<file path="src/rtl/sign_arith_pipe.sv">
// sign_arith_pipe: two-stage signed/unsigned arithmetic pipeline with a valid/ready handshake and a running accumulator.
// Define SIGN_ARITH_SAT_EN to saturate ans1 and acc on signed overflow (modes 0, 1 and 3); by default they wrap.
module sign_arith_pipe #(
    parameter int WIDTH = 4,
    parameter int SHW = $clog2(WIDTH)
) (
    input  logic             clk,
    input  logic             reset,
    input  logic             in_valid,
    output logic             in_ready,
    input  logic [WIDTH-1:0] a,
    input  logic [WIDTH-1:0] b,
    input  logic [1:0]       mode,
    output logic             out_valid,
    input  logic             out_ready,
    output logic [WIDTH-1:0] ans1,
    output logic [WIDTH-1:0] ans2,
    output logic [WIDTH-1:0] ans3,
    output logic             ovf
);
`ifdef SIGN_ARITH_SAT_EN
    localparam bit sat = 1'b1;
`else
    localparam bit sat = 1'b0;
`endif
    localparam logic [WIDTH-1:0] smax = {1'b0, {(WIDTH-1){1'b1}}};
    localparam logic [WIDTH-1:0] smin = {1'b1, {(WIDTH-1){1'b0}}};
    logic             v1;
    logic [WIDTH-1:0] a1, b1, acc, cnt;
    logic [1:0]       m1;
    logic [WIDTH-1:0] sum, dif, accs, sra, r1, r2, r3;
    logic             o_add, o_sub, o_acc, slt, ult, ro;
    // neg is the operand sign, which is also the direction of any overflow
    function automatic logic [WIDTH-1:0] fix(input logic [WIDTH-1:0] r, input logic o, input logic neg);
        return (sat && o) ? (neg ? smin : smax) : r;
    endfunction
    assign in_ready = !(out_valid && !out_ready);
    always_comb begin
        sum   = a1 + b1;
        dif   = a1 - b1;
        accs  = acc + a1;
        sra   = $signed(a1) >>> b1[SHW-1:0];
        o_add = (a1[WIDTH-1] == b1[WIDTH-1]) && (sum[WIDTH-1] != a1[WIDTH-1]);
        o_sub = (a1[WIDTH-1] != b1[WIDTH-1]) && (dif[WIDTH-1] != a1[WIDTH-1]);
        o_acc = (acc[WIDTH-1] == a1[WIDTH-1]) && (accs[WIDTH-1] != acc[WIDTH-1]);
        slt   = $signed(a1) < $signed(b1);
        ult   = a1 < b1;
        r1 = m1 == 2'd0 ? fix(sum, o_add, a1[WIDTH-1]) :
             m1 == 2'd1 ? fix(dif, o_sub, a1[WIDTH-1]) :
             m1 == 2'd2 ? (slt ? b1 : a1) : fix(accs, o_acc, acc[WIDTH-1]);
        r2 = m1 == 2'd0 ? sra :
             m1 == 2'd1 ? {{(WIDTH-1){1'b0}}, slt} :
             m1 == 2'd2 ? (slt ? a1 : b1) : acc;
        r3 = m1 == 2'd0 ? a1 >> b1[SHW-1:0] :
             m1 == 2'd1 ? {{(WIDTH-1){1'b0}}, ult} :
             m1 == 2'd2 ? (ult ? b1 : a1) : cnt + 1'b1;
        ro = m1 == 2'd0 ? o_add : m1 == 2'd1 ? o_sub : m1 == 2'd3 ? o_acc : 1'b0;
    end
    // Both stages advance together, so a stalled output freezes the whole pipe
    always_ff @(posedge clk) begin
        if (!reset) begin
            v1        <= 1'b0;
            out_valid <= 1'b0;
            ans1      <= '0;
            ans2      <= '0;
            ans3      <= '0;
            ovf       <= 1'b0;
            acc       <= '0;
            cnt       <= '0;
        end else if (in_ready) begin
            v1        <= in_valid;
            out_valid <= v1;
            if (in_valid) begin
                a1 <= a;
                b1 <= b;
                m1 <= mode;
            end
            if (v1) begin
                ans1 <= r1;
                ans2 <= r2;
                ans3 <= r3;
                ovf  <= ro;
                if (m1 == 2'd3) begin
                    acc <= r1;
                    cnt <= r3;
                end
            end
        end
    end
endmodule
</file>
<file path="config.mk">
export PLATFORM = sky130hd
export DESIGN_NAME = sign_arith_pipe
export DESIGN_NICKNAME = d
export VERILOG_FILES = /design/src/rtl/sign_arith_pipe.sv
export SDC_FILE = /design/constraint.sdc
export NUM_CORES = 1
export LEC_CHECK = 0
export ABC_AREA = 1
export ABC_CLOCK_PERIOD_IN_PS = 3200
export CORE_MARGIN = 3
export CORE_UTILIZATION = 40
export CTS_CLUSTER_SIZE = 28
export DETAILED_ROUTE_END_ITERATION = 7
export GPL_ROUTABILITY_DRIVEN = 1
export GPL_TIMING_DRIVEN = 0
export PLACE_DENSITY = 0.73
export SETUP_SLACK_MARGIN = 0.2
export SYNTH_ARGS = -nofsm -noshare
export SYNTH_HDL_FRONTEND = slang
export SYNTH_SLANG_ARGS = --single-unit
</file>
<file path="constraint.sdc">
create_clock -name clk -period 3.2 [get_ports clk]
set_input_delay 0.48 -clock clk [delete_from_list [all_inputs] [get_ports clk]]
set_output_delay 0.48 -clock clk [all_outputs]
set_load 0.02 [all_outputs]
</file>
## Word level (Yosys, flattened, before mapping)

Index checks and enable logic that the tools add are counted.

| cells by class | value |
|---|---|
| add/subtract/negate cells | 4 |
| order comparisons | 2 |
| equality and inequality tests | 9 |
| shift operators | 2 |
| multiplexer cells | 15 |
| bitwise operators | 1 |
| reductions and logical operators | 10 |

Operators by type and width:

| kind | number |
|---|---|
| $mux 4 | 12 |
| $add 4x4->4 | 2 |
| $lt 4x4->1 | 2 |
| $reduce_and 3->1 | 2 |
| $add 4x1->4 const B | 1 |
| $eq 2x2->1 const B | 2 |
| $logic_and 1x1->1 | 4 |
| $ne 1x1->1 | 4 |
| $shr 4x2->4 | 1 |
| $sshr 4x2->4 | 1 |
| $sub 4x4->4 | 1 |
| $mux 1 | 3 |
| $eq 1x1->1 | 2 |
| $eq 2x1->1 const B | 1 |
| $logic_not 1->1 | 2 |
| $logic_not 2->1 | 1 |
| $reduce_and 2->1 | 1 |
| $not 1->1 | 1 |

| word-level totals | value |
|---|---|
| bits in registers | 33 |
| output and inout port bits | 15 |

## Longest topological paths before layout

| depth | value |
|---|---|
| word-level depth | 6 |
| gate-level depth with buffers | 14 |
| gate-level depth less buffers | 14 |

## Least setup slack after synthesis

No wires, ideal clock.

| timing | value |
|---|---|
| path kind | reg2reg |
| start | register a1[0] |
| end | register ans1[3] |
| library setup time | 109 ps |
| arrival | 1787 ps |
| slack | 1304 ps |
| stages on the path, launching flop included | 15 |
| path buffers | 0 |
| clock period less this slack | 1896 ps |
| path through | edfxtp_1 > inv_1 > ha_1 > inv_1 > fa_1 > nand2_1 > clkinv_1 > nand2_2 > nand2_4 > nand2_1 > nand3_1 > nand4_1 > nand3_1 > nand2_1 > inv_1 |

| between the ends | value |
|---|---|
| word-level cells in the longest chain between the ends | 5 |
| elaborated cells on any way between the ends | 8 |

Ends and longest elaborated chain:

| what | RTL line | text |
|---|---|---|
| start, declared | 29 | `logic [WIDTH-1:0] a1, b1, acc, cnt;` |
| start signal, assigned | 74 | `a1 <= a;` |
| $lt 4x4->1 | 46 | `slt = $signed(a1) < $signed(b1);` |
| $mux 4 (2 in a row) | 50 | `m1 == 2'd2 ? (slt ? b1 : a1) : fix(accs, o_acc, acc[WIDTH-1]);` |
| $mux 4 | 49 | `m1 == 2'd1 ? fix(dif, o_sub, a1[WIDTH-1]) :` |
| $mux 4 * | 48 | `r1 = m1 == 2'd0 ? fix(sum, o_add, a1[WIDTH-1]) :` |
| end signal, assigned | 79 | `ans1 <= r1;` |
| end, declared | 16 | `output logic [WIDTH-1:0] ans1,` |

Mark *: on every way between the ends. The rest lies on a longest branch, timed or not.
A chain may end at the register's enable or synchronous reset.

## Worst setup path after layout

| timing | value |
|---|---|
| start | register a1[0] |
| end | register ans3[2] |

| between the ends | value |
|---|---|
| word-level cells in the longest chain between the ends | 5 |
| elaborated cells on any way between the ends | 6 |

Ends and longest elaborated chain:

| what | RTL line | text |
|---|---|---|
| $lt 4x4->1 | 47 | `ult = a1 < b1;` |
| $mux 4 (2 in a row) | 56 | `m1 == 2'd2 ? (ult ? b1 : a1) : cnt + 1'b1;` |
| $mux 4 | 55 | `m1 == 2'd1 ? {{(WIDTH-1){1'b0}}, ult} :` |
| $mux 4 * | 54 | `r3 = m1 == 2'd0 ? a1 >> b1[SHW-1:0] :` |
| end signal, assigned | 81 | `ans3 <= r3;` |
| end, declared | 18 | `output logic [WIDTH-1:0] ans3,` |

Marks and branches as above.

==> results by group <==
Cells and area
  • Layout Cells excl Fill: 386
  • Post-layout util: 52.71%
  • Commonest non-fill, non-tap cells in the layout: nand2_1, inv_1, nand3_1
  • Area grow syn2layout: 22.79%
  • Fin nets: 347
  • Fillers: 505
  • Layout cells sized above 1: 9.404%
  • Leading cell type in the layout, fill and taps excluded: nand2_1
  • ANT cells: 0

STA
  • Worst slew pin tran: 0.6957 ns
  • Clock Skews: 0.006786 ns
  • Crit share post-route: 69.37%
  • Worst rel slew slack: 53.45%
  • Number of setup violations in the final report: 0
  • Slew Limit Fails: 0
  • Setup tns final: 0 ns
  • Hold Vio Cnt, Final: 0
  • Max frequency: 450.5 MHz
  • RSZ-0062 raised after global routing: false
  • Fin crit period: 2.220 ns

Pwr
  • Peak supply drop: 0.0002417 V
  • Lkg Pwr: 0.001148 µW
  • Total power: 1094 µW
  • Power density cells: 422.7 nW/µm²

GRT
  • Grt ovf: 0
  • First-pass GRT wire length: 8.935 mm
  • Vias in the first global route: 1910
  • Largest net degree at the start of global routing: 11
  • GRT Total Usage: 18.25%
  • Initial antenna violation count: 0

Clock tree
  • Clock Sinks: 33
  • Clock slew at reported path FFs: 0.07 ns
  • CTS Hold Bufs: 0
  • CTS Buffer Depth: 2
  • H-tree level count: 2
  • CTS tree: done
  • Clock latency on the worst-skew pair: 0.28 ns
  • Clock buffer count from CTS: 5
  • Setup Buffers After CTS: 0
  • Post_cts resized: 0
  • Clk root buf: clkbuf_8

Place
  • Placed cells: 378
  • Detailed Place HPWL: 4.053 mm
  • RePlAce Congestion: 0.9124
  • IO buf count: 28

Die
  • Placement Rows: 25
  • Die extent in x: 78.60 µm
  • I/O pin total: 29
  • Die Y: 78.60 µm
  • Die area: 6178 µm²
  • Initial core utilization: 42.93%
  • Core region area: 4911 µm²

Routing
  • Wire per inst: 13.38 µm
  • Vias per cell: 5.181
  • Vias: 2000
  • DR iter-0 viols: 180
  • Routed Antenna Nets: 0
  • Detailed-route DRC error count: 0
  • WL final: 5.164 mm
  • Pre-Repair DR Iteration Count: 4

Logic synthesis
  • Yosys cell types: 31
  • Synth Register Bits: 33
  • Syn_nets: 312
  • Synth Instances: 283
  • Post-synth EDFFs: 10
  • Register area share after synthesis: 36.08%
  • YS warnings: 0
  • Mean Syn Cell Area: 7.450 µm²
  • Post-synthesis cell area: 2108 µm²
  • Post-synth ARST share: 0%
  • Ys flop type: dfxtp_1

Worst setup path
  • Crit path arrival time: 2.41 ns
  • Largest fanout on the critical path: 9
  • Worst endpoint required time: 3.39 ns
  • Type of origin of the critical path: flop
  • Setup CP Type: reg -> reg
  • Crit. End Element: flop

Min path
  • Worst hold path class: reg -> reg

Flow run
  • Max cap viols: 0

Status
  • Status: completed
-- layout make-up --
class	count	area (µm²)	area share [%]
sequential	33	760.7	29.39
inverter	44	165.2	6.380
tap	67	83.83	3.238
multi-input combinational	201	1159	44.76
buffer	5	23.77	0.9183
clock inverter	1	30.03	1.160
clock buffer	7	86.33	3.335
timing repair buffer	28	280.3	10.83
-- through the flow --
| stage | cell area [µm²] | setup WS, ns | hold WS [ns] |
|---|---|---|---|
| 3_3_place_gp | 2472 | 0.7972 | 0.4531 |
| 5_1_grt | 2589 | 0.7801 | 0.4943 |
| 4_1_cts | 2589 | 1.005 | 0.4721 |
| 6_report | 2589 | 0.9801 | 0.4698 |
| 3_5_place_dp | 2472 | 0.7952 | 0.4609 |
| 2_1_floorplan | 2108 | 1.304 | 0.4435 |
-- critical path: stages (launching register included) --
cell and delay, ns:
edfxtp_1 0.51, inv_1 0.13, ha_1 0.15, inv_1 0.07
fa_1 0.38, nand2_1 0.13, clkinv_1 0.10, nand2_2 0.11
nand2_4 0.09, o21ai_1 0.24, nand3_1 0.11, nand2_1 0.08
inv_1 0.03
-- sequential cells by signal, indices dropped and copies added (netlist names) --
register,count
a1,4
acc,4
ans1,4
ans2,4
ans3,4
b1,4
cnt,4
m1,2
out_valid,1
ovf,1
v1,1
-- worst paths after layout --
kind,start,end,slack (ns),cells past startpoint
worst max-delay path,a1[0],ans3[2],0.98,12
worst max register to register,a1[0],ans3[2],0.98,12
worst min-delay path,v1,v1,0.47,2
worst min register to register,v1,v1,0.47,2
-- kinds of logic after synthesis --
| kind of cell | Yosys count | share of synthesized area [%] |
|---|---|---|
| simple gates | 115 | 25.34 |
| compound gates | 67 | 17.98 |
| buf+inv | 49 | 8.961 |
| flops | 33 | 36.08 |
| fa+ha+maj | 15 | 9.970 |
| xor+xnor | 4 | 1.662 |
-- metal layers --
metal	share of wire, %	vias to the layer above	GRT usage (%)
li1	-	1005	-
met1	46	919	24.43
met2	46	65	29.37
met3	6.5	11	3.784
met4	1.7	0	5.769
met5	0	-	0
-- where the power goes --
part           leakage, µW  switching [µW]  internal (µW)
logic             0.000807             128           88.5
clock network    0.0000585             148            254
registers         0.000282            21.0            455
total              0.00115             297            797
-- synthesized netlist by cell type, drive strengths merged (3+ instances only) --
master | instances | area share [%]
a21oi | 29 | 7.4
clkbuf | 3 | 0.53
dfxtp | 23 | 22
edfxtp | 10 | 14
fa | 3 | 2.8
ha | 12 | 7.1
inv | 42 | 7.5
nand2 | 52 | 10
nand3 | 30 | 7.1
nand4 | 3 | 1.2
nor2 | 27 | 6.1
o211ai | 5 | 1.8
o21ai | 26 | 6.2
xor2 | 4 | 1.7
Note: power is estimated with default switching activity, not from simulation.
